$ cat config.mk
export PLATFORM = sky130hd
export DESIGN_NAME = shift_deserializer
export DESIGN_NICKNAME = d
export VERILOG_FILES = /design/src/rtl/shift_deserializer.sv
export SDC_FILE = /design/constraint.sdc
export NUM_CORES = 1
export LEC_CHECK = 0
export CORE_ASPECT_RATIO = 2
export CORE_UTILIZATION = 45
export DETAILED_ROUTE_END_ITERATION = 8
export MAX_ROUTING_LAYER = met4
export PLACE_DENSITY_LB_ADDON = 0.2
export SYNTH_ARGS = -nofsm -noshare
export SYNTH_HDL_FRONTEND = slang
export SYNTH_SLANG_ARGS = --single-unit
$ cat constraint.sdc
create_clock -name clk -period 2.15 [get_ports clk]
set_input_delay 0.43 -clock clk [delete_from_list [all_inputs] [get_ports clk]]
set_output_delay 0.43 -clock clk [all_outputs]
set_load 0.1 [all_outputs]
$ cat src/rtl/shift_deserializer.sv
// shift_deserializer: collects FROM/TO narrow beats (MSB chunk first) into one
// FROM-bit word and holds it behind a valid/ready handshake.

// One TO-bit slice of the partial-word accumulator.
module shift_deserializer_lane #(
  parameter int W = 4
) (
  input  logic         clk,
  input  logic         reset,
  input  logic         load,
  input  logic         clear,
  input  logic [W-1:0] d,
  output logic [W-1:0] q
);

  // Clear wins over load so a completing beat leaves the slice empty.
  always_ff @(posedge clk or posedge reset) begin
    if (reset)      q <= '0;
    else if (clear) q <= '0;
    else if (load)  q <= d;
  end

endmodule

module shift_deserializer #(
  parameter int FROM     = 32,
  parameter int LOG2FROM = 5,
  parameter int TO       = 4
) (
  input  logic            clk,
  input  logic            reset,
  input  logic [TO-1:0]   data_i,
  input  logic            valid_i,
  output logic            ready_o,
  input  logic            flush_i,
  output logic [FROM-1:0] data_o,
  output logic            valid_o,
  input  logic            ready_i
);

  // FROM must be a multiple of TO with at least two beats per word.
  localparam int R  = FROM / TO;
  localparam int CW = LOG2FROM + 1;
  localparam logic [CW-1:0] LAST = CW'(R - 1);

  logic [CW-1:0]            cnt;
  // Only R-1 slices are stored: the final beat goes straight to data_o.
  logic [R-2:0][TO-1:0]     acc;
  logic [R-1:0][TO-1:0]     shifted;
  logic                     last, accept, complete;

  assign last     = (cnt == LAST);
  // Only the completing beat stalls, and only while the held word is unread.
  assign ready_o  = !(last && valid_o && !ready_i);
  assign accept   = valid_i && ready_o && !flush_i;
  assign complete = accept && last;
  // Older beats move one slice up; the new beat enters at the LSBs.
  assign shifted  = {acc, data_i};

  genvar j;
  generate
    for (j = 0; j < R - 1; j++) begin : g_lane
      shift_deserializer_lane #(.W(TO)) u_lane (
        .clk   (clk),
        .reset (reset),
        .load  (accept),
        .clear (flush_i || complete),
        .d     (shifted[j]),
        .q     (acc[j])
      );
    end
  endgenerate

  // Beat counter: wraps on completion, zeroed by flush.
  always_ff @(posedge clk or posedge reset) begin
    if (reset)        cnt <= '0;
    else if (flush_i) cnt <= '0;
    else if (accept)  cnt <= last ? '0 : cnt + CW'(1);
  end

  // Output register: new word on completion, otherwise drop valid once consumed.
  always_ff @(posedge clk or posedge reset) begin
    if (reset) begin
      data_o  <= '0;
      valid_o <= 1'b0;
    end else if (complete) begin
      data_o  <= shifted;
      valid_o <= 1'b1;
    end else if (ready_i) begin
      valid_o <= 1'b0;
    end
  end

endmodule
# ---- Word-level counts from Yosys, hierarchy flattened
# Index checks and enable logic that the tools add are counted.
dict set report word_totals {
  memories 0
  latch_bits 0
  ramBits 0
  word_cells 43
  in_bits 9
  output_inout_bits 34
  register_bits 67
  romBits 0
}
dict set report classes {
  n_lt_le_gt_ge 0
  n_reduce_logical 12
  mux 19
  n_eq_ne 1
  n_addsub 1
  div 0
  n_mul 0
  bitwise 0
  n_shift 0
}
# op n
set ops {}
lappend ops {{$mux 4} 14}
lappend ops {{$mux 6} 3}
lappend ops {{$add 6x1->6 const B} 1}
lappend ops {{$eq 6x3->1 const B} 1}
lappend ops {{$reduce_bool 2->1} 3}
lappend ops {{$logic_and 1x1->1} 5}
lappend ops {{$logic_not 1->1} 3}
lappend ops {{$mux 1} 2}
lappend ops {{$logic_or 1x1->1} 1}

# ---- Depth between registers and ports, before layout
# Gate-level depths: netlist of the first run.
dict set report logic_depth {
  word_depth 9
  mapped_depth 6
  ltp_nobuf 4
}

# ---- By module
# A second synthesis of the first run with hierarchy kept.
dict set report unflattened {
  cells_unflattened 209
  hier_area_um2 2899.0
}
# mod instances seq_area_each_um2 cells_per_inst area_per_inst_um2
set by_module_without_submodules {}
lappend by_module_without_submodules {shift_deserializer 1 975.9 111 1751.7}
lappend by_module_without_submodules {shift_deserializer_lane 7 100.1 14 163.9}

# ---- Worst setup path after synthesis of the first run
# Ideal clock, no wire load.
dict set report synth_path {
  kind {reg2reg}
  from {register valid_o}
  to {register cnt[2]}
  setup_slack_ns -0.205
  synth_period_minus_slack_ns 2.355
  n_path_buf 0
  arrival_time_ns 2.257
  setup_ns 0.097
  stages_incl_launch_ff 4
  t_required_ns 2.053
  path_cell_list {dfrtp_1 > nor4b_1 > nand2_1 > a211oi_1}
}
dict set report synth_between {
  elab_chain_len 6
}
# item line_no
set synth_rtl {}
lappend synth_rtl {{start, declared} 37} ;# output logic valid_o,
lappend synth_rtl {{start signal, assigned} 85} ;# valid_o <= 1'b0;
lappend synth_rtl {{start signal, assigned} 88} ;# valid_o <= 1'b1;
lappend synth_rtl {{start signal, assigned} 90} ;# valid_o <= 1'b0;
lappend synth_rtl {{$logic_and 1x1->1 (2 in series)} 54} ;# assign ready_o = !(last && valid_o && !ready_i);
lappend synth_rtl {{$logic_not 1->1} 54}
lappend synth_rtl {{net ready_o} 34} ;# output logic ready_o,
lappend synth_rtl {{$logic_and 1x1->1 (2 in series)} 55} ;# assign accept = valid_i && ready_o && !flush_i;
lappend synth_rtl {{$reduce_bool 2->1 (no line)} -}
lappend synth_rtl {{end signal, assigned} 78} ;# else if (accept) cnt <= last ? '0 : cnt + CW'(1);
lappend synth_rtl {{end, declared} 46} ;# logic [CW-1:0] cnt;
# The timed path passes the listed nets, and every way through them passes these cells.
# A chain may end at the register's enable or synchronous reset.

# ---- Worst setup path after layout of the first run
dict set report layout_path {
  from {input port ready_i}
  to {output port ready_o}
}
dict set report layout_between {
  elab_chain_len 3
}
# item line_no
set layout_rtl {}
lappend layout_rtl {{start, declared} 38} ;# input logic ready_i
lappend layout_rtl {{$logic_not 1->1} 54}
lappend layout_rtl {{$logic_and 1x1->1} 54}
lappend layout_rtl {{$logic_not 1->1} 54}
lappend layout_rtl {{end, declared} 34}
# Every way passes these cells.

==> results.cfg, run 1 <==
[status]
status = finished with violations
violations = design-rule violations

[final_layout]
area_growth_pct = 29.3
stdcell_count = 322
fin_util_pct = 61.1
diodes = 0
drive_above_1_share_pct = 37.5
nFillCells = 454
fin_nets = 266

[power]
peakVddDrop_mv = 0.666
leakagePower_nw = 1.70
finalPower_mw = 3.01
power.density_nw_per_um2 = 856

[drt]
vias = 1762
drc = 4
ant_nets = 0
drt_iter0_drc = 29
wl_per_cell_um = 16.3
firstDrtPassIters = 6
drt_wl_total_um = 5240
viasPerCell = 5.47

[clock_network]
clock_latency_ns = 0.33
path_clk_slew_ns = 0.05
cts_sinks = 67
cts_root_buffer = clkbuf_16
htreeDepth = 3
hold_buffers = 0
clk_path_buf_depth = 2
cts_tree = built
numCtsBuffers = 9
post_cts_resized = 0
postCtsSetupBuffers = 0

[global_route]
grt_pass1_wl_um = 9120
antenna_found_initial = 0
grt_pass1_vias = 1886
grt_max_degree = 41
track_usage_pct = 19.6
grt-ovfl-total = 0

[synth]
synth_most_common_cell = dfrtp_1
synth_area_sq_um = 2720
synth_top_cell_area_share_pct = 61.6
synthesis.nets = 216
ys_seq_area_share_pct = 61.6
synth_cell_types = 30
synth_edf_count = 0
syn_inst = 206
yosysTopAreaCell = dfrtp_1
avgSynthCellArea_sq_um = 13.2
synth_common_cells = dfrtp_1, mux2_2, nand2b_1, o22ai_1, inv_1
ys_warn_count = 0
ys_ff_latch = 67
synth-main-ff-cell = dfrtp_1
ys_async_sr_fraction_pct = 100
synthTopCellsByArea = dfrtp_1, mux2_2, nand2b_1

[timing]
layout_min_cycle_time_ns = 2.06
period_share_pct = 95.7
skew_ns = 0.00433
max_freq_mhz = 486
finalSetupViolCount = 0
slew-limit-headroom_pct = 63.2
grt_setup_unrepaired = false
timing.final.max_slew_violations = 0
worst_pin_slew_ns = 0.551
hold_violations = 0

[worst_setup_path]
worst_ep_required_time_ns = 1.72
start_kind = primary input
cp_max_fo = 2
worstSetupEndpointType = output pin
crit_arrival_ns = 1.63
crit_type = primary input to output pin

[hold_path]
hp-class = primary input to asynchronous set/reset pin

[placed_design]
port_buffers = 42
hpwl_um = 3380
place.gp.congestion = 0.819
dp_cells = 306

[floorplanning]
fp.coreArea_sq_um = 5760
fp.dieW_um = 57.0
ioPinCount = 43
die_y_um = 112
rows = 39
dieArea_sq_um = 6380
start_util_pct = 47.2

[flow_run]
cap_violations = 0
==> worst max-delay path, stage by stage <==
cell	delay [ns]
clkdlybuf4s50_1	0.42
nor4b_1	0.39
nand2_1	0.18
buf_12	0.20
==> power breakdown <==
group	total, mW	internal (mW)	leakage [nW]	switching (mW)
Clock	1.58	1.07	0.165	0.507
Sequential	1.29	1.28	0.927	0.00907
Combinational	0.149	0.0550	0.610	0.0940
Total	3.01	2.40	1.70	0.610
==> per-stage QoR <==
| stage | setup TNS, ns | instance area [sq um] | setup WS (ns) | hold WS [ns] |
|---|---|---|---|---|
| after global routing | 0 | 3520 | 0.0196 | 0.409 |
| after detailed placement | 0 | 3190 | 0.0933 | 0.477 |
| after CTS | 0 | 3520 | 0.0824 | 0.378 |
| after global placement | 0 | 3190 | 0.134 | 0.471 |
| after floorplan | -0.112 | 2720 | -0.112 | 0.465 |
| final | 0 | 3520 | 0.0929 | 0.374 |
==> registers in the layout, summed over array words and instances, names as in the netlist <==
register	flops
valid_o	1
cnt	6
data_o	32
g_lane.u_lane.q	28
==> area by class of cell <==
cell class                 instances  area (sq um)  area share (%)
multi-input combinational        117           942            26.8
sequential                        67          1680            47.7
clock buffer                      11           253            7.18
inverter                           9          33.8           0.960
clock inverter                     5          75.1            2.13
tap                               61          76.3            2.17
timing repair buffer              52           460            13.1
==> cells by family after synthesis <==
| kind of cell | count (synthesis) | synth area share, % |
|---|---|---|
| DFF | 67 | 61.6 |
| and+or+nand+nor | 45 | 10.8 |
| AOI/OAI and AO/OA | 37 | 9.20 |
| muxes | 33 | 13.6 |
| buffers and inverters | 22 | 4.00 |
| xor gates and xnor gates | 1 | 0.322 |
| adders and majority gates | 1 | 0.460 |
==> layer usage <==
layer  global-route usage (%)  vias up  wire, um
met5                        -        -         0
met4                     9.27        0       123
met3                     5.34        9       176
met2                     29.3       30      2600
met1                     24.5      887      2340
li1                         -      836         -
==> cells in the final DEF, fill, tap and decap left out, types with 2 or more instances in the layout <==
master	n
a21oi_1	3
buf_12	4
buf_4	40
bufinv_16	2
clkbuf_16	9
clkbuf_8	2
clkdlybuf4s50_1	8
clkinv_2	3
dfrtp_1	66
inv_1	8
mux2_1	2
mux2_2	30
nand2_1	3
nand2b_1	28
nand4_1	2
nor2_1	2
o22ai_1	21
o32ai_1	8
or2_2	2
==> worst paths after layout <==
check	cells past startpoint	endpoint	slack (ns)	from
worst min-delay path	2	cnt[5]$_DFFE_PP0P_	0.37	reset
worst min register to register	1	data_o[4]$_DFFE_PP0P_	0.48	data_o[4]$_DFFE_PP0P_
min in group clk	1	data_o[4]$_DFFE_PP0P_	0.48	data_o[4]$_DFFE_PP0P_
worst max-delay path	4	ready_o	0.09	ready_i
max in group asynchronous	3	g_lane[4].u_lane.q[1]$_DFFE_PP0P_	1.20	reset
worst max register to register	5	data_o[23]$_DFFE_PP0P_	0.23	cnt[0]$_DFFE_PP0P_
Note: power is estimated with default switching activity, not from simulation.
==> inputs of run 2 (changes only) <==
--- a/config.mk
+++ b/config.mk
@@ -5,7 +5,7 @@
 export SDC_FILE = /design/constraint.sdc
 export NUM_CORES = 1
 export LEC_CHECK = 0
-export CORE_ASPECT_RATIO = 2
+export CORE_ASPECT_RATIO = 0.6
 export CORE_UTILIZATION = 45
 export DETAILED_ROUTE_END_ITERATION = 8
 export MAX_ROUTING_LAYER = met4
==> run 2 against run 1 <==
  * Global-route usage shrank 1.8 points
  * The run now ends clean
  * Die area shrank 0.13%
  * Setup slack gained 0.058 ns
  * Clock skew grew 0.0048 ns
  * Via count shrank 1.3%
  * Critical endpoint unchanged
  * Routed wire length shrank 9.5%
  * Worst hold slack gained 0.0026 ns
  * Critical path depth is the same
==> results.cfg, run 2 (same netlist as run 1, synthesis figures left out) <==
[drt]
drt_iter0_drc = 52
drt_wl_total_um = 4740
viasPerCell = 5.11
drc = 0
firstDrtPassIters = 4
ant_nets = 0
vias = 1739
wl_per_cell_um = 14.0

[placed_design]
placed_area_sq_um = 3200
dp_slack_ns = 0.0618
port_buffers = 42
hpwl_um = 3220
place.gp.congestion = 0.755

[worst_setup_path]
crit_type = flip-flop to output pin
crit_arrival_ns = 1.57
worstSetupEndpointType = output pin
start_kind = flip-flop
worst_ep_required_time_ns = 1.72
cp_max_fo = 5

[final_layout]
fin_nets = 266
top_regs = data_o (32), g_lane.u_lane.q (28), cnt (6)
diodes = 0
fin_area_sq_um = 3420
drive_above_1_share_pct = 37.7
layout_common_cells = dfrtp_1, buf_4, mux2_2, nand2b_1, o22ai_1
multi_input_area_sq_um = 948
nFillCells = 474
ff_latch_area_sq_um = 1680
fin_util_pct = 60.0
largest-register = data_o
largest_register_ffs = 32
area_growth_pct = 25.9
final_common_cell = dfrtp_1

[clock_network]
numCtsBuffers = 9
cts_tree = built
cts_sinks = 67
clk_path_buf_depth = 2
htreeDepth = 3
path_clk_slew_ns = 0.07
clock_latency_ns = 0.34
cts_root_buffer = clkbuf_8
hold_buffers = 0

[power]
peakVddDrop_mv = 0.478
switching_power_mw = 0.557
seqPwrFrac_pct = 50.2
leakagePower_nw = 1.64
finalPower_mw = 2.56
p_sw_share_pct = 21.8
p_int_mw = 2.00
pwr-share-clk_pct = 44.2
combPwrFrac_pct = 5.5
power.density_nw_per_um2 = 747

[timing]
timing.final.max_slew_violations = 0
final.setup.worst_slack_ns = 0.151
slew-limit-headroom_pct = 73.3
holdWs_ns = 0.377
grt_setup_unrepaired = false
hold_violations = 0
layout_min_cycle_time_ns = 2.00
period_share_pct = 93.0
max_freq_mhz = 500
finalSetupViolCount = 0
worst_pin_slew_ns = 0.399
skew_ns = 0.00910

[floorplanning]
dieArea_sq_um = 6370
start_util_pct = 47.7
die_y_um = 62.2
fp.coreArea_sq_um = 5700
ioPinCount = 43
fp.dieW_um = 102
rows = 21

[global_route]
grt_pass1_vias = 1707
grt_max_degree = 41
grt-ovfl-total = 0
track_usage_pct = 17.8
grt_pass1_wl_um = 8290
antenna_found_initial = 0

[status]
status = complete, no violations

[flow_run]
cap_violations = 0

[hold_path]
hp-class = primary input to asynchronous set/reset pin
run 2: layout make-up:
class	instances	area share [%]
inverters	9	0.987
clock buffers	10	4.02
well taps	80	2.92
repair buffers	52	13.1
clock inverters	5	2.27
multi-input cells	117	27.7
flip-flops and latches	67	49.0
run 2: timing repair:
item	in CTS	in global routing
setup endpoints to repair	0	1
resized for setup	0	1
setup buffers	0	0
run 2: routing by layer:
layer	up-vias	global-route usage (%)	routed length [um]
met5	-	-	0
met4	0	5.36	45
met3	5	6.53	241
met2	36	24.0	2060
met1	861	25.0	2400
li1	837	-	-
run 2: critical path: stages (launching register included):
cell     delay, ns
dfrtp_1       0.40
ha_1          0.26
and3b_1       0.23
nand2_1       0.14
buf_12        0.19
run 2: power by group through the flow:
stage,logic (mW),registers (mW),clock network [mW]
2_1_floorplan,0.0713,1.33,0
3_3_place_gp,0.144,1.31,0
3_5_place_dp,0.145,1.31,0
4_1_cts,0.145,1.28,1.16
5_1_grt,0.158,1.29,1.22
6_report,0.142,1.28,1.13
run 2: worst paths after layout:
kind / start / to / slack (ns) / cells past startpoint
max reg2reg: cnt[0]$_DFFE_PP0P_ / data_o[7]$_DFFE_PP0P_ / 0.21 / 5
max in group asynchronous: reset / g_lane[6].u_lane.q[3]$_DFFE_PP0P_ / 1.27 / 3
max: cnt[0]$_DFFE_PP0P_ / ready_o / 0.15 / 4
min reg2reg: data_o[0]$_DFFE_PP0P_ / data_o[0]$_DFFE_PP0P_ / 0.49 / 1
min in group clk: data_o[0]$_DFFE_PP0P_ / data_o[0]$_DFFE_PP0P_ / 0.49 / 1
min: reset / data_o[26]$_DFFE_PP0P_ / 0.38 / 2
run 2: per-stage QoR:
stage	setup TNS, ns	std cells
after global routing	0	340
after global placement	0	325
after CTS	0	340
final	0	340
after floorplan	-0.112	206
after detailed placement	0	325
==> patch 1 (config.mk and constraints of run 1) <==
Reset style: synchronous (`reset`), changed in 3 clocked blocks.
--- a/src/rtl/shift_deserializer.sv
+++ b/src/rtl/shift_deserializer.sv
@@ -14,7 +14,7 @@
 );
 
   // Clear wins over load so a completing beat leaves the slice empty.
-  always_ff @(posedge clk or posedge reset) begin
+  always_ff @(posedge clk) begin
     if (reset)      q <= '0;
     else if (clear) q <= '0;
     else if (load)  q <= d;
@@ -72,14 +72,14 @@
   endgenerate
 
   // Beat counter: wraps on completion, zeroed by flush.
-  always_ff @(posedge clk or posedge reset) begin
+  always_ff @(posedge clk) begin
     if (reset)        cnt <= '0;
     else if (flush_i) cnt <= '0;
     else if (accept)  cnt <= last ? '0 : cnt + CW'(1);
   end
 
   // Output register: new word on completion, otherwise drop valid once consumed.
-  always_ff @(posedge clk or posedge reset) begin
+  always_ff @(posedge clk) begin
     if (reset) begin
       data_o  <= '0;
       valid_o <= 1'b0;
Behaviour: differs if reset is asserted again (counterexample within 10 cycles, from zero or initial values and one cycle with reset high); with reset held inactive, the same outputs for 10 cycles.
==> patch 1 against run 1 <==
Register-to-register slack improved by 150 ps; sequential power fell by 3%; cell area fell by 15%; synthesized area fell by 10%; total power fell by 28%; sequential cell count did not move; wire length fell by 14%; worst setup slack improved by 64 ps; first-iteration DRC count rose by 140%; cell count rose by 15%; synthesized cell count rose by 29%; sequential share of layout area fell by 3.0 points; non-clock buffer count fell by 4; critical path type is now reg2out; largest power group is now registers.
==> patch 1: results (changes against run 1) <==
path_max_fanout: 8  # +6
nets: 317  # +19%
path_clk_slew_ps: 60
grt_max_degree: 34  # -17%
status: "complete, no violations"
gr-usage-met1: 0.1938  # -0.05106
p_leak_nw: 1.373  # -19%
portBuffers: 42  # unchanged
ir_drop_mv: 0.6161  # -7.4%
drt-wirelength-per-cell_um: 12.19  # -25%
antenna_found_initial: 0  # unchanged
min_path_type: "reg2reg"
whs_path_depth: 2
num-fill-cells: 490  # +7.9%
synth.top_cells.by_area: "dfxtp_1, mux2i_1, nand2_1"
cts-hold-fix-buffers: 0  # unchanged
antenna_cells: 0  # unchanged
top_regs: "data_o (32), g_lane.u_lane.q (28), cnt (6)"
h-tree-depth: 3  # unchanged
grt_use_met2: 0.2892  # -0.003350
dp_hpwl_um: 2934  # -13%
clockRootBuffer: "clkbuf_8"
gp_congestion: 0.7614  # -7.0%
rr_worst_depth: 6  # +1
layout-drive-gt1-share: 0.1891  # -0.1864
grt_pass1_vias: 1703  # -9.7%
post_cts_buffers: 0  # unchanged
cp.arrival_ps: 1560  # -70 ps
met3_usage: 0.05579  # +0.002368
synth_nets: 275  # +27%
grt_pass1_wl_um: 7465  # -18%
postCtsResizedCells: 0  # unchanged
cts_buffer_depth: 2  # unchanged
first_pass_iters: 4  # -2
drtIter0Drc: 69  # +140%
slew_headroom: 0.7552  # +0.1228
synthDistinctLibCells: 27  # -10%
grt_usage: 0.1844  # -0.01133
yosysWarnings: 0  # unchanged
cts_buffers: 9  # unchanged
via_per_inst: 5.000  # -8.6%
netlist_top_cells_count: "dfxtp_1, nand2_1, nor2_1"
synth_seq_area_share: 0.5486  # -0.06776
fin_skew_ps: 10.16  # +5.827 ps
clk_latency_ps: 340
async_flop_share: 0  # -1.000
-- patch 1: through the flow --
stage	util	instance area [µm²]	worst slack, ps	cells	hold slack [ps]
final	0.5796	3005	156.6	370	458.9
after CTS	0.5796	3005	139.8	370	464.8
after detailed placement	0.5500	2851	123.0	354	455.5
after global routing	0.5796	3005	41.89	370	477.5
after global placement	0.5500	2851	166.1	354	445.6
after floorplan	-	2451	228.4	265	435.7
-- patch 1: routing by layer --
layer,share of wire,vias to the layer above
met5,0,-
met4,0.018,0
met3,0.031,7
met2,0.51,40
met1,0.44,840
li1,-,963
-- patch 1: power breakdown --
group	switching (mW)	internal, mW
registers	0.00249	1.24
logic	0.0477	0.0284
clock network	0.433	0.414
total	0.483	1.69
-- patch 1: final cells by class --
| type | count | area [µm²] | share of cell area |
|---|---|---|---|
| Sequential cell | 67 | 1343 | 0.4467 |
| Multi-Input combinational cell | 181 | 1018 | 0.3389 |
| Timing Repair Buffer | 48 | 417.9 | 0.1391 |
| Clock buffer | 13 | 138.9 | 0.04621 |
| Tap cell | 58 | 72.57 | 0.02415 |
| Clock inverter | 3 | 15.01 | 0.004996 |
-- patch 1: critical path, stage by stage, from the launching register on --
cell     delay, ps
dfxtp_1        370
ha_1           180
and2_1         320
nand3_2        150
buf_12         200
-- patch 1: logic make-up after synthesis --
logic type / Yosys count / synth area share
flops: 67 / 0.5486
simple gates: 107 / 0.1822
mux: 32 / 0.1310
compound gates: 39 / 0.08649
xor+xnor: 2 / 0.007166
buf+inv: 17 / 0.03941
fa+ha+maj: 1 / 0.005117
-- patch 1: worst paths after layout --
path                         startpoint                     to  slack [ps]
setup / recovery                 cnt[0]                ready_o         160
hold / removal    g_lane[6].u_lane.q[2]  g_lane[6].u_lane.q[2]         460
setup reg to reg                 cnt[0]  g_lane[0].u_lane.q[2]         380
hold reg to reg   g_lane[6].u_lane.q[2]  g_lane[6].u_lane.q[2]         460
==> patch 2 (flow settings as in run 1) <==
Made on the original files. Set the parameter `LOG2FROM` to 7 (it was 5).
--- a/src/rtl/shift_deserializer.sv
+++ b/src/rtl/shift_deserializer.sv
@@ -24,7 +24,7 @@
 
 module shift_deserializer #(
   parameter int FROM     = 32,
-  parameter int LOG2FROM = 5,
+  parameter int LOG2FROM = 7,
   parameter int TO       = 4
 ) (
   input  logic            clk,
Formal check against the unedited RTL: no difference found for any inputs over 10 cycles, from zero or initial values and one cycle with reset high; that may be too few to reach the edited logic, so the function may still have changed.
==> patch 2 against run 1 <==
The flow finishes with violations (DRC, setup timing); combinational power is 26% lower; worst setup slack got worse by 130 ps; wire length rose by 0.11%; total power shrank 2.6%; die area about the same; critical endpoint unchanged; hold slack gained 120 ps; via count is 4.5% lower; cell area rose by 0.92%; highest routed layer unchanged; synthesized area about the same; sequential cell count increased by 2.
==> patch 2: results (changes against run 1) <==
dp_hpwl_um: 3311  # -2.0%
cp_slowest_cell: "or4_4"
synth_seq_area_share: 0.6354  # +0.01898
synth.top_cells.by_area: "dfrtp_1, mux2_2, a22o_2"
grt_usage: 0.1912  # -0.004578
slew_headroom: 0.6985  # +0.06616
violations: "DRC, setup timing"
drc: 4  # unchanged
nets: 244  # -8.3%
synthDistinctLibCells: 28  # -6.7%
setup_viol: 1  # +1
drt-wirelength-per-cell_um: 17.48  # +7.5%
worst_slack_ps: -40.08  # -133.0 ps
gp_congestion: 0.7811  # -4.6%
grt_max_degree: 38  # -7.3%
drtIter0Drc: 50  # +72%
power_clock_mw: 1.50  # -5%
fin_skew_ps: 2.804  # -1.525 ps
synth-compound-area-share: 0.1501  # +0.05810
first_pass_iters: 8  # +2
via_per_inst: 5.607  # +2.5%
grt_pass1_wl_um: 9135  # +0.15%
cp.arrival_ps: 1760  # +130 ps
synth_adder_area_share: 0.004604  # about the same
synth.area.mux_share: 0.1367  # +0.0005858
max_stage_delay_ps: 520  # +100 ps
top_regs: "data_o (32), g_lane.u_lane.q (28), cnt (8)"
p_sw_frac: 0.2017  # -0.0008084
switchingPower_mw: 0.5918  # -3.0%
ir_drop_mv: 0.8409  # +26%
status: "finished with violations"
synth_nets: 188  # -13%
[patch 2: cell types whose count changed in the layout (fill, tap and decap cells not counted), sizes merged, moves of 2 or more]
cell and change:
o32ai -8, dfrtp +2, o22ai -21, a21oi -3, nand2b -27, nand3 +3, nand4 -2, nor2 +3
inv -9, or2 -2, xor2 +2, a21o +3, buf +3, a22o +33
[patch 2: cell families after synthesis]
logic type      Yosys count
simple gates             20
flops                    69
buf+inv                  11
fa+ha+maj                 1
xor+xnor                  3
compound gates           41
mux                      33
[patch 2: final timing paths]
| path | start | endpoint | slack, ps | cells past startpoint |
|---|---|---|---|---|
| setup / recovery | cnt[4] | ready_o | -40 | 3 |
| setup reg to reg | cnt[4] | cnt[4] | 130 | 6 |
| min in group clk | g_lane[6].u_lane.q[1] | g_lane[6].u_lane.q[1] | 500 | 1 |
| hold / removal | reset | g_lane[4].u_lane.q[2] | 500 | 2 |
| max in group asynchronous | reset | data_o[29] | 1080 | 3 |
| hold reg to reg | g_lane[6].u_lane.q[1] | g_lane[6].u_lane.q[1] | 500 | 1 |
[patch 2: metrics by stage]
| step | std cells | TNS, ps | instance area (µm²) | util | setup slack [ps] |
|---|---|---|---|---|---|
| 3_3_place_gp | 281 | 0 | 3213 | 0.5580 | 123.3 |
| 6_report | 300 | -40.08 | 3551 | 0.6167 | -40.08 |
| 3_5_place_dp | 281 | 0 | 3213 | 0.5580 | 94.99 |
| 5_1_grt | 300 | -79.83 | 3551 | 0.6167 | -79.83 |
| 2_1_floorplan | 178 | -9.421 | 2723 | - | -9.421 |
| 4_1_cts | 299 | -46.24 | 3543 | 0.6154 | -46.24 |
[patch 2: layer usage]
layer  vias up  track usage  wire [µm]
met5         -            -          0
met4         0      0.08130        135
met1       849       0.2392       2214
li1        764            -          -
met3        17      0.04297        187
met2        52       0.2965       2708
[patch 2: what timing repair did]
item / CTS / global route
setup buffers: 2 / 1
cloned: 0 / 0
resized for setup: 1 / 0
setup endpoints to repair: 1 / 1
pin swaps: 2 / 0
[patch 2: final cells by class]
cell class / count / area, µm²
flip-flops and latches: 69 / 1728
clock inverters: 4 / 45.04
repair buffers: 55 / 495.5
multi-input cells: 98 / 932.1
inverters: 1 / 7.507
well taps: 61 / 76.32
fillers: 448 / 2207
clock buffers: 12 / 266.5
[patch 2: worst reg2reg max path: cells and delay by family, from the launching register on]
family                 cells  cell delay (ps)
AO/OA/AOI/OAI              3              630
AND/OR/NAND/NOR            1              520
buffers and inverters      2              410
flip-flops                 1              390
